`src/rtl/approx_mult_pipe.sv`:
```
// approx_mult_pipe: 3-stage recursive (four-quadrant) unsigned multiplier with a
// per-operation option to zero the low bits of the low x low partial product.
module approx_mult_pipe #(
    parameter int WIDTH = 8,
    parameter int TRUNC = 4,
    parameter int TAG_W = 4,
    parameter int CNT_W = 16
) (
    input  logic                 clk,
    input  logic                 rst_n,
    input  logic                 in_valid,
    output logic                 in_ready,
    input  logic [WIDTH-1:0]     in_a,
    input  logic [WIDTH-1:0]     in_b,
    input  logic                 in_approx,
    input  logic [TAG_W-1:0]     in_tag,
    output logic                 out_valid,
    input  logic                 out_ready,
    output logic [2*WIDTH-1:0]   out_p,
    output logic [TAG_W-1:0]     out_tag,
    output logic                 out_approx,
    output logic [CNT_W-1:0]     done_cnt
);
    localparam int H   = WIDTH / 2;
    localparam int P_W = 2 * WIDTH;
    localparam logic [WIDTH-1:0] LL_KEEP = WIDTH'(~((64'd1 << TRUNC) - 64'd1));

    // One enable moves the whole pipe, bubbles included, so a stalled result
    // never gets overtaken and the stage order is the issue order.
    logic adv;
    assign adv      = !out_valid || out_ready;
    assign in_ready = adv;

    // Stage 1: captured operands
    logic               v1, approx1;
    logic [WIDTH-1:0]   a1, b1;
    logic [TAG_W-1:0]   tag1;

    // Stage 2: half-width partial products
    logic               v2, approx2;
    logic [WIDTH-1:0]   pp_hh, pp_hl, pp_lh, pp_ll;
    logic [TAG_W-1:0]   tag2;

    logic [WIDTH-1:0]   hh_c, hl_c, lh_c, ll_c;
    logic [P_W-1:0]     sum_c;

    assign hh_c = WIDTH'(a1[WIDTH-1:H]) * WIDTH'(b1[WIDTH-1:H]);
    assign hl_c = WIDTH'(a1[WIDTH-1:H]) * WIDTH'(b1[H-1:0]);
    assign lh_c = WIDTH'(a1[H-1:0])     * WIDTH'(b1[WIDTH-1:H]);
    // Approximate mode drops the TRUNC LSBs of the low quadrant only.
    assign ll_c = (WIDTH'(a1[H-1:0]) * WIDTH'(b1[H-1:0])) & (approx1 ? LL_KEEP : '1);

    // Cross terms are summed at full product width so their carry is kept.
    assign sum_c = {pp_hh, {WIDTH{1'b0}}}
                 + ((P_W'(pp_hl) + P_W'(pp_lh)) << H)
                 + P_W'(pp_ll);

    always_ff @(posedge clk or negedge rst_n) begin
        // NOTE: datapath registers are reset as well as valids, so nothing
        // stale is ever visible on out_p after reset.
        if (!rst_n) begin
            v1         <= 1'b0;
            approx1    <= 1'b0;
            a1         <= '0;
            b1         <= '0;
            tag1       <= '0;
            v2         <= 1'b0;
            approx2    <= 1'b0;
            pp_hh      <= '0;
            pp_hl      <= '0;
            pp_lh      <= '0;
            pp_ll      <= '0;
            tag2       <= '0;
            out_valid  <= 1'b0;
            out_p      <= '0;
            out_tag    <= '0;
            out_approx <= 1'b0;
            done_cnt   <= '0;
        end else begin
            // NOTE: non-blocking assignments let every stage read the value its
            // predecessor held before this edge, independent of statement order.
            if (adv) begin
                v1         <= in_valid;
                a1         <= in_a;
                b1         <= in_b;
                approx1    <= in_approx;
                tag1       <= in_tag;
                v2         <= v1;
                pp_hh      <= hh_c;
                pp_hl      <= hl_c;
                pp_lh      <= lh_c;
                pp_ll      <= ll_c;
                approx2    <= approx1;
                tag2       <= tag1;
                out_valid  <= v2;
                out_p      <= sum_c;
                out_tag    <= tag2;
                out_approx <= approx2;
            end
            if (out_valid && out_ready)
                done_cnt <= done_cnt + CNT_W'(1);
        end
    end

endmodule

```
`config.mk`:
```
export PLATFORM = sky130hd
export DESIGN_NAME = approx_mult_pipe
export DESIGN_NICKNAME = d
export VERILOG_FILES = /design/src/rtl/approx_mult_pipe.sv
export SDC_FILE = /design/constraint.sdc
export NUM_CORES = 1
export LEC_CHECK = 0
export BUFFER_PORTS_ARGS = -buffer_cell sky130_fd_sc_hd__buf_2
export CELL_PAD_IN_SITES_DETAIL_PLACEMENT = 0
export CELL_PAD_IN_SITES_GLOBAL_PLACEMENT = 1
export CORE_MARGIN = 4
export CORE_UTILIZATION = 50
export DETAILED_ROUTE_END_ITERATION = 12
export PLACE_DENSITY_LB_ADDON = 0.1
export SETUP_SLACK_MARGIN = 0.15
export SLEW_MARGIN = 10
export SYNTH_ARGS = -nofsm -noshare
export SYNTH_HDL_FRONTEND = slang
export SYNTH_SLANG_ARGS = --single-unit
export TNS_END_PERCENT = 5
```
`constraint.sdc`:
```
create_clock -name clk -period 8.2 [get_ports clk]
set_input_delay 1.23 -clock clk [delete_from_list [all_inputs] [get_ports clk]]
set_output_delay 1.23 -clock clk [all_outputs]
set_load 0.02 [all_outputs]
```
# Yosys cells after proc, flatten, opt, wreduce, memory -nomap -nowiden
# Cells that the tools add are included.
[totals]
inputBits = 25
register_bits = 98
[op_classes]
add_sub_neg = 4
bitwise = 1
muxes = 1
multipliers = 4
n_reduce_logical = 3
[ops]
columns = ["operator", "count"]
rows = [
  ["4-bit by 4-bit multiplier with 8-bit output", 4],
  ["16-bit by 1-bit adder with 16-bit output (second input constant)", 1],
  ["16-bit by 13-bit adder with 16-bit output", 1],
  ["16-bit by 8-bit adder with 16-bit output", 1],
  ["8-bit by 8-bit adder with 9-bit output", 1],
  ["8-bit bitwise AND", 1],
  ["4-bit 2-to-1 mux", 1],
  ["1-bit logical AND", 1],
  ["1-bit zero test", 1],
  ["1-bit logical OR", 1],
]

# Logic depth before layout (Yosys ltp)
# Gate-level depths: netlist (run 1).
[depth]
word_depth = 3
ltp_mapped = 14

# Worst setup path before layout (run 1)
# OpenSTA, ideal clock, no wires.
[synth_path]
kind = "input port to output port"
start = "input port out_ready"
end = "output port in_ready"
stages = 5
path_slack_ps = 5079
t_required_ps = 6970
t_arrival_ps = 1891
cell_sequence = "nor2b_1 buf_6 inv_1 buf_2 buf_2"
[synth_between]
elab_chain_len = 1
[synth_rtl]
columns = ["item", "line_no", "rtl"]
rows = [
  ["start, declared", "18", "input logic out_ready,"],
  ["1-bit logical OR", "31", "assign adv = !out_valid || out_ready;"],
  ["end, declared", "12", "output logic in_ready,"],
]
# No other way between the ends.

# Worst setup path after layout (run 1)
# Same ends and word-level chain as after synthesis.

==> metrics.csv, run 1 <==
stage,metric,value,unit
clock_network,Clock Pin Slew Worst Setup and Hold Paths,70,ps
pwr,PwrDens,382,nW/um^2
layout,P&R area growth vs syn,12.3,%
placed_design,Final HPWL DP,8.78,mm
layout,Multi-input gate area,3480,um^2
clock_network,Clock Sink Count,98,
timing,post-route minimum period,3310,ps
yosys,combinational family with the most area after synthesis,simple AND/OR/NAND/NOR gates,
clock_network,Post-CTS Setup Bufs,0,
timing,hold_ws,469,ps
clock_network,hold_buf cts,0,
placed_design,IO buf count,63,
yosys,"Seq/Total Area, Yosys",40.2,%
timing,final slew viol count,0,
critical_path,CP Capture Type,primary output,
timing,final setup fails,0,
timing,setup TNS,0,ps
yosys,Yosys reg bits,98,
layout,diode count,0,
flow_run,Max-Cap Viols,0,
clock_network,worst-skew pair later-pin latency,350,ps
clock_network,TritonCTS Buffers,9,
global_routing,first-pass GRT wire length,21.2,mm
timing,Least-Margin Pin Slew,847,ps
timing,Clock Skew,5.94,ps
global_routing,number of global-route vias before repair,4467,
critical_path,crit start category,primary input,
layout,cell area after layout,6850,um^2
layout,FF/Latch Area,2450,um^2
detailed_routing,drt total wl,12.0,mm
yosys,async set-reset flop share out of synthesis,100,%
status,status,"complete, no violations",
pwr,Logic pwr share,53.0,%
timing,Slew HR,43.5,%
timing,unrepaired setup endpoints after global routing,no,
detailed_routing,post-DR wirelength/cell,13.8,um
yosys,Post-Syn Nets,766,
global_routing,largest net degree at the start of global routing,86,
timing,Final Hold Viols,0,
yosys,Post-Synth Adder-Cell Area,19.6,%
die,number of core rows,40,
yosys,Mapped Cells,656,
layout,Fill cells,1155,
worst_hold_path,HP Class,reg2reg,
yosys,Simple-Gate Fraction of Synth Area,21.6,%
placed_design,placed cell areas,6550,um^2
layout,layout cell share with drive strength beyond 1,13.2,%
placed_design,Cells after DPL,850,
die,num ports,64,
placed_design,GPL Wtd Cong,0.820,
clock_network,H-tree depth,3,
yosys,compound-cell area share of the yosys netlist,9.08,%
clock_network,CTS tree,done,
yosys,syn avg cell area,9.31,um^2
layout,final net count,824,
pwr,Clock power frac,16.7,%
detailed_routing,Pre-antenna DRT Iters,4,
pwr,VDD IR-drop max,0.000136,V
yosys,mux share of post-synthesis cell area,0.348,%
global_routing,antenna violations before repair,0,
critical_path,crit path max fanout,42,
pwr,internal cell power,1490,uW
pwr,Sequential Power Share,30.3,%
yosys,synth warn,0,
detailed_routing,DR vias/cell,5.09,
critical_path,Worst Path Arrival,2080,ps
yosys,synthesized area,6100,um^2
die,die height,118,um
pwr,NetSw,1140,uW
clock_network,clk root buf,clkbuf_16,
yosys,XOR/XNOR Fraction of Synth Area,6.17,%
global_routing,GRT Util Overall,18.4,%
yosys,Unique masters post-synth,39,
timing,Max Freq,302,MHz
die,die area,14000,um^2
clock_network,CTS-repair resized insts,0,
pwr,LEAKAGE,0.00371,uW
detailed_routing,DR vias,4412,
detailed_routing,initial DRC count,186,
timing,post-route clock period utilization,40.4,%
layout,"Cell Count, Final, Fillers Out",866,
global_routing,grt total ovfl,0,
critical_path,crit path kind,in2out,
clock_network,Clock Path Buffers,2,
die,core area,12000,um^2
pwr,Switching Share,43.3,%
detailed_routing,Residual DRC,0,
critical_path,Critical Path RT,6970,ps
yosys,Post-synth EDFFs,0,
die,initial core utilization,51.0,%
die,Die W,118,um
yosys,Post-synth top flop,dfrtp_1,
detailed_routing,Final ANT Viol Nets,0,
[final timing paths]
path                       cells past startpoint      start  slack, ps       end
max                                            5  out_ready       4890  in_ready
min                                            2         v2        470        v2
max reg2reg                                   10      a1[0]       5130  pp_ll[7]
min reg2reg                                    2         v2        470        v2
max in group asynchronous                      2      rst_n       6230   tag2[1]
min in group asynchronous                      1      rst_n        860  pp_hh[6]
[state kept, by name (all words and copies together), names as in the netlist, 4 cells and up]
register,flops
done_cnt,16
out_p,16
a1,8
b1,8
pp_hh,8
pp_hl,8
pp_lh,8
pp_ll,8
out_tag,4
tag1,4
tag2,4
[cells in the final DEF, fill, tap and decap left out, types with 12 or more instances in the layout]
cell / synthesis / final
a21o_1: 14 / 14
dfrtp_1: 98 / 98
nand2_1: 188 / 188
xor2_1: 20 / 20
buf_2: 9 / 62
xnor2_1: 23 / 23
ha_1: 67 / 67
and2_1: 50 / 50
inv_1: 23 / 22
a21oi_1: 35 / 35
nor2_1: 20 / 20
fa_1: 18 / 18
o21ai_0: 21 / 21
nand3_1: 12 / 12
[final cells by class]
type / count / area share [%]
clock buffers: 10 / 3.34
clock inverters: 6 / 1.10
inverters: 23 / 1.26
multi-input cells: 515 / 50.8
flip-flops and latches: 98 / 35.8
well taps: 147 / 2.68
repair buffers: 67 / 5.07
[power by group through the flow]
stage,Sequential [uW],Clock (uW),Combinational [uW]
6_report,795,438,1390
5_1_grt,825,472,1580
2_1_floorplan,845,0,1020
3_3_place_gp,801,0,1360
4_1_cts,798,451,1400
3_5_place_dp,807,0,1380
[cells in the mapped netlist, types with 9 or more instances]
cell	count	share of area (%)
a21o_1	14	1.7
a21oi_1	35	2.9
and2_1	50	5.1
buf_2	9	0.74
clkbuf_1	10	0.61
dfrtp_1	98	40
fa_1	18	5.9
ha_1	67	14
inv_1	23	1.4
nand2_1	188	12
nand3_1	12	0.98
nor2_1	20	1.2
o21ai_0	21	1.7
xnor2_1	23	3.3
xor2_1	20	2.9
[critical path, cell delays in order]
cell     delay (ps)
buf_2           120
nor2b_4          90
buf_4           390
inv_2            70
buf_2           170
[layer usage]
layer / vias up / wire (um) / global-route usage (%)
li1: 2285 / - / -
met1: 2057 / 6090 / 26.1
met2: 57 / 5390 / 28.7
met3: 13 / 354 / 3.78
met4: 0 / 155 / 5.21
met5: - / 0 / 0
[through the flow]
stage	util [%]	power, uW	worst slack [ps]
finish	57.3	2620	4890
floorplan	-	1860	5080
global route	57.3	2880	4800
CTS	57.3	2650	4850
global placement	54.8	2160	4860
detailed placement	54.8	2190	4860
[logic make-up (layout without fill, tap and decap cells)]
family          count (synthesis)  after routing
fa+ha+maj                      85             85
mux                             2              2
compound gates                 89             89
flops                          98             98
buf+inv                        43            106
simple gates                  296            296
xor+xnor                       43             43
(Power assumes the default switching activity.)
==> run 2, diff against run 1 <==
--- a/config.mk
+++ b/config.mk
@@ -5,11 +5,12 @@
 export SDC_FILE = /design/constraint.sdc
 export NUM_CORES = 1
 export LEC_CHECK = 0
+export ABC_AREA = 1
 export BUFFER_PORTS_ARGS = -buffer_cell sky130_fd_sc_hd__buf_2
 export CELL_PAD_IN_SITES_DETAIL_PLACEMENT = 0
 export CELL_PAD_IN_SITES_GLOBAL_PLACEMENT = 1
 export CORE_MARGIN = 4
-export CORE_UTILIZATION = 50
+export CORE_UTILIZATION = 40
 export DETAILED_ROUTE_END_ITERATION = 12
 export PLACE_DENSITY_LB_ADDON = 0.1
 export SETUP_SLACK_MARGIN = 0.15
==> constraint.sdc (replaced) <==
create_clock -name clk -period 2.69 [get_ports clk]
set_input_delay 0.4035 -clock clk [delete_from_list [all_inputs] [get_ports clk]]
set_output_delay 0.4035 -clock clk [all_outputs]
set_load 0.02 [all_outputs]
==> run 2 against run 1 <==
Effect of this change: sequential share of layout area down 4.1 points; synthesized cell count is 26% higher; cell count grew 29%; global-route usage decreased by 1.2 points; cell area rose by 13%; non-clock buffer count rose by 29; combinational power rose to 3.5 times the previous value; worst setup slack worse by 4800 ps; core utilization decreased by 8.6 points; via count is 17% higher; critical path type is now reg2reg; critical endpoint is now pp_ll[7].
==> metrics.csv, run 2 <==
stage,metric,value,unit,change
status,status,"complete, no violations",,
pwr,internal cell power,4650,uW,+210%
global_routing,antenna violations before repair,0,,unchanged
yosys,synthesized area,6520,um^2,+6.9%
timing,final setup fails,0,,unchanged
clock_network,Clock Path Buffers,2,,unchanged
die,initial core utilization,40.9,%,-10 points
yosys,mux share of post-synthesis cell area,0,%,-0.35 points
placed_design,placed cell areas,7240,um^2,+11%
global_routing,GRT Util Overall,17.2,%,-1.2 points
detailed_routing,DR vias/cell,4.61,,-9.4%
timing,post-route minimum period,2560,ps,
critical_path,RR Endpoint,pp_ll[7],,
yosys,Post-synth top flop,dfrtp_1,,
global_routing,largest net degree at the start of global routing,96,,+12%
layout,final net count,1010,,+23%
yosys,Post-Synth Adder-Cell Area,18.4,%,-1.3 points
layout,layout cell share with drive strength beyond 1,18.6,%,+5.4 points
global_routing,number of global-route vias before repair,5264,,+18%
global_routing,first-pass GRT wire length,25.6,mm,+20%
critical_path,Reg2Reg Depth,12,,+2
pwr,Clock power frac,15.4,%,-1.3 points
layout,Finished Core Util,48.7,%,-8.6 points
layout,Regs by FF count,"done_cnt x16, out_p x16",,
die,number of core rows,46,,+15%
timing,unrepaired setup endpoints after global routing,yes,,
yosys,Post-synth EDFFs,0,,unchanged
critical_path,Worst Setup SP,a1[1],,
die,die height,136,um,+15%
timing,Slew HR,64.0,%,+20 points
yosys,combinational family with the most area after synthesis,simple AND/OR/NAND/NOR gates,,
yosys,top-area cell type share of the netlist area,37.6,%,-2.6 points
global_routing,grt total ovfl,0,,unchanged
clock_network,worst-skew pair later-pin latency,350,ps,about the same
timing,final slew viol count,0,,unchanged
clock_network,H-tree depth,3,,unchanged
pwr,Total Power,8570,uW,+230%
yosys,syn avg cell area,7.92,um^2,-15%
pwr,Sequential Power Share,27.9,%,-2.4 points
clock_network,hold_buf cts,0,,unchanged
yosys,Simple-Gate Fraction of Synth Area,24.5,%,+2.8 points
layout,"commonest non-fill, non-tap cell in the layout",nand2_1,,
pwr,LEAKAGE,0.00456,uW,+23%
critical_path,R2R setup slack,130,ps,-5000 ps
clock_network,Clock Pin Slew Worst Setup and Hold Paths,80,ps,about the same
yosys,"Seq/Total Area, Yosys",37.6,%,-2.6 points
placed_design,Cells after DPL,1100,,+29%
detailed_routing,post-DR wirelength/cell,13.0,um,-5.9%
clock_network,CTS tree,done,,
timing,post-route clock period utilization,95.1,%,
timing,hold_ws,15.3,ps,-454 ps
layout,"commonest cells after routing, fill and taps aside","296 x nand2_1, 121 x inv_1, 93 x dfrtp_1",,
yosys,Unique masters post-synth,33,,-15%
timing,Least-Margin Pin Slew,541,ps,-306 ps
yosys,Synth top cells by count,"302 x nand2_1, 123 x inv_1, 98 x dfrtp_1",,
pwr,NetSw,3930,uW,+250%
critical_path,crit path max fanout,6,,-86%
yosys,synth warn,0,,unchanged
detailed_routing,Final ANT Viol Nets,0,,unchanged
detailed_routing,initial DRC count,225,,+21%
yosys,Yosys reg bits,98,,unchanged
pwr,VDD IR-drop max,0.000445,V,+230%
die,Die W,136,um,+15%
critical_path,CP Capture Type,register,,
yosys,cell taking the most area after synthesis,dfrtp_1,,
layout,"Cell Count, Final, Fillers Out",1121,,+29%
critical_path,Critical Path RT,2940,ps,-4030 ps
critical_path,critical path endpoint,pp_ll[7],,
global_routing,global routing's busiest layer,met2,,
detailed_routing,Residual DRC,0,,unchanged
flow_run,Max-Cap Viols,0,,unchanged
placed_design,GPL Wtd Cong,0.827,,+0.84%
layout,Fill cells,1643,,+42%
pwr,Logic pwr share,56.8,%,+3.8 points
clock_network,Clock Sink Count,98,,unchanged
global_routing,grt met3 use,2.93,%,-0.85 points
critical_path,crit path kind,reg2reg,,
yosys,"count leader, synth",nand2_1,,
timing,Max Freq,391,MHz,
die,die area,18400,um^2,+31%
critical_path,Worst Path Arrival,2810,ps,+730 ps
placed_design,IO buf count,63,,unchanged
die,num ports,64,,unchanged
critical_path,crit start category,register,,
die,core area,15900,um^2,+33%
pwr,Switching Share,45.8,%,+2.4 points
worst_hold_path,HP Class,in2async,,
yosys,XOR/XNOR Fraction of Synth Area,4.03,%,-2.1 points
yosys,Mapped Cells,824,,+26%
clock_network,clk root buf,clkbuf_16,,
detailed_routing,DR vias,5173,,+17%
yosys,compound-cell area share of the yosys netlist,6.43,%,-2.7 points
layout,diode count,0,,unchanged
layout,P&R area growth vs syn,19.0,%,
timing,Final Hold Viols,0,,unchanged
timing,Clock Skew,11.9,ps,+5.92 ps
placed_design,Final HPWL DP,11.2,mm,+27%
yosys,largest cells by area after synthesis,"dfrtp_1 38%, nand2_1 17%, ha_1 13%, inv_1 7.1%, fa_1 5.5%",,
global_routing,grt met1 use,23.7,%,-2.4 points
pwr,PwrDens,1100,nW/um^2,+190%
layout,cell area after layout,7770,um^2,+13%
critical_path,r2r startpoint,a1[1],,
detailed_routing,drt total wl,14.6,mm,+22%
yosys,async set-reset flop share out of synthesis,100,%,unchanged
yosys,Post-Syn Nets,934,,+22%
global_routing,GRT met2 Usage,28.6,%,-0.030 points
detailed_routing,Pre-antenna DRT Iters,5,,+1
clock_network,TritonCTS Buffers,9,,unchanged
-- run 2: cell count changes in the layout (fill, tap and decap cells not counted), sizes merged, moves of 4 or more --
cell and delta:
a211oi -4, a21o -11, a21oi -15, a31o -4, and2 -49, buf +29, inv +103, nand2 +118
nand3 +17, nand4 +10, o21ai +15, xnor2 -11
-- run 2: repair_timing --
| action | in CTS | in global routing |
|---|---|---|
| buffers inserted | 3 | 2 |
| pin swaps | 4 | 9 |
| resized for setup | 7 | 38 |
| setup endpoints to repair | 22 | 25 |
-- run 2: kinds of logic after synthesis --
kind of cell             count (synthesis)
AO/OA/AOI/OAI                           74
XOR/XNOR                                30
adder cells (fa/ha/maj)                 85
buffers and inverters                  155
flip-flops                              98
AND/OR/NAND/NOR                        382
-- run 2: worst max-delay path, cell delays in order (launching register included) --
cell and delay [ps]:
dfrtp_2 460, buf_4 170, nand2_1 50, inv_1 50
fa_1 430, ha_1 290, ha_2 380, nand2_1 70
or2_2 300, nand3_1 70, nand2_1 50, nand3_1 60
nand2_1 50
-- run 2: worst min-delay path by stage --
stage	from	slack, ps	endpoint
floorplan	rst_n	110	a1[0]
global placement	rst_n	420	out_tag[2]
global route	rst_n	50	out_tag[2]
finish	rst_n	20	tag1[2]
CTS	rst_n	30	out_tag[2]
detailed placement	rst_n	430	out_tag[2]
-- run 2: power by group through the flow --
stage,sequential [uW],combinational (uW),clock [uW]
6_report,2390,4870,1320
5_1_grt,2470,5640,1420
4_1_cts,2390,4610,1360
3_5_place_dp,2410,4480,0
3_3_place_gp,2400,4440,0
2_1_floorplan,2490,3110,0
-- run 2: layout make-up --
cell class | count | area [um^2] | area share (%)
tap | 216 | 270 | 3.48
multi-input combinational | 571 | 3660 | 47.2
clock inverter | 7 | 81.3 | 1.05
timing repair buffer | 96 | 603 | 7.77
sequential | 98 | 2460 | 31.7
clock buffer | 9 | 225 | 2.90
inverter | 124 | 465 | 5.99
-- run 2: per-layer routing --
metal	wire length (um)	vias to the layer above
met3	495	8
met1	7290	2371
li1	-	2723
met5	0	-
met2	6710	71
met4	113	0
-- run 2: metrics by stage --
step	worst slack (ps)	TNS (ps)
floorplan	110	0
global placement	64.1	0
finish	131	0
detailed placement	7.17	0
CTS	90.7	0
global route	-1.72	-1.72
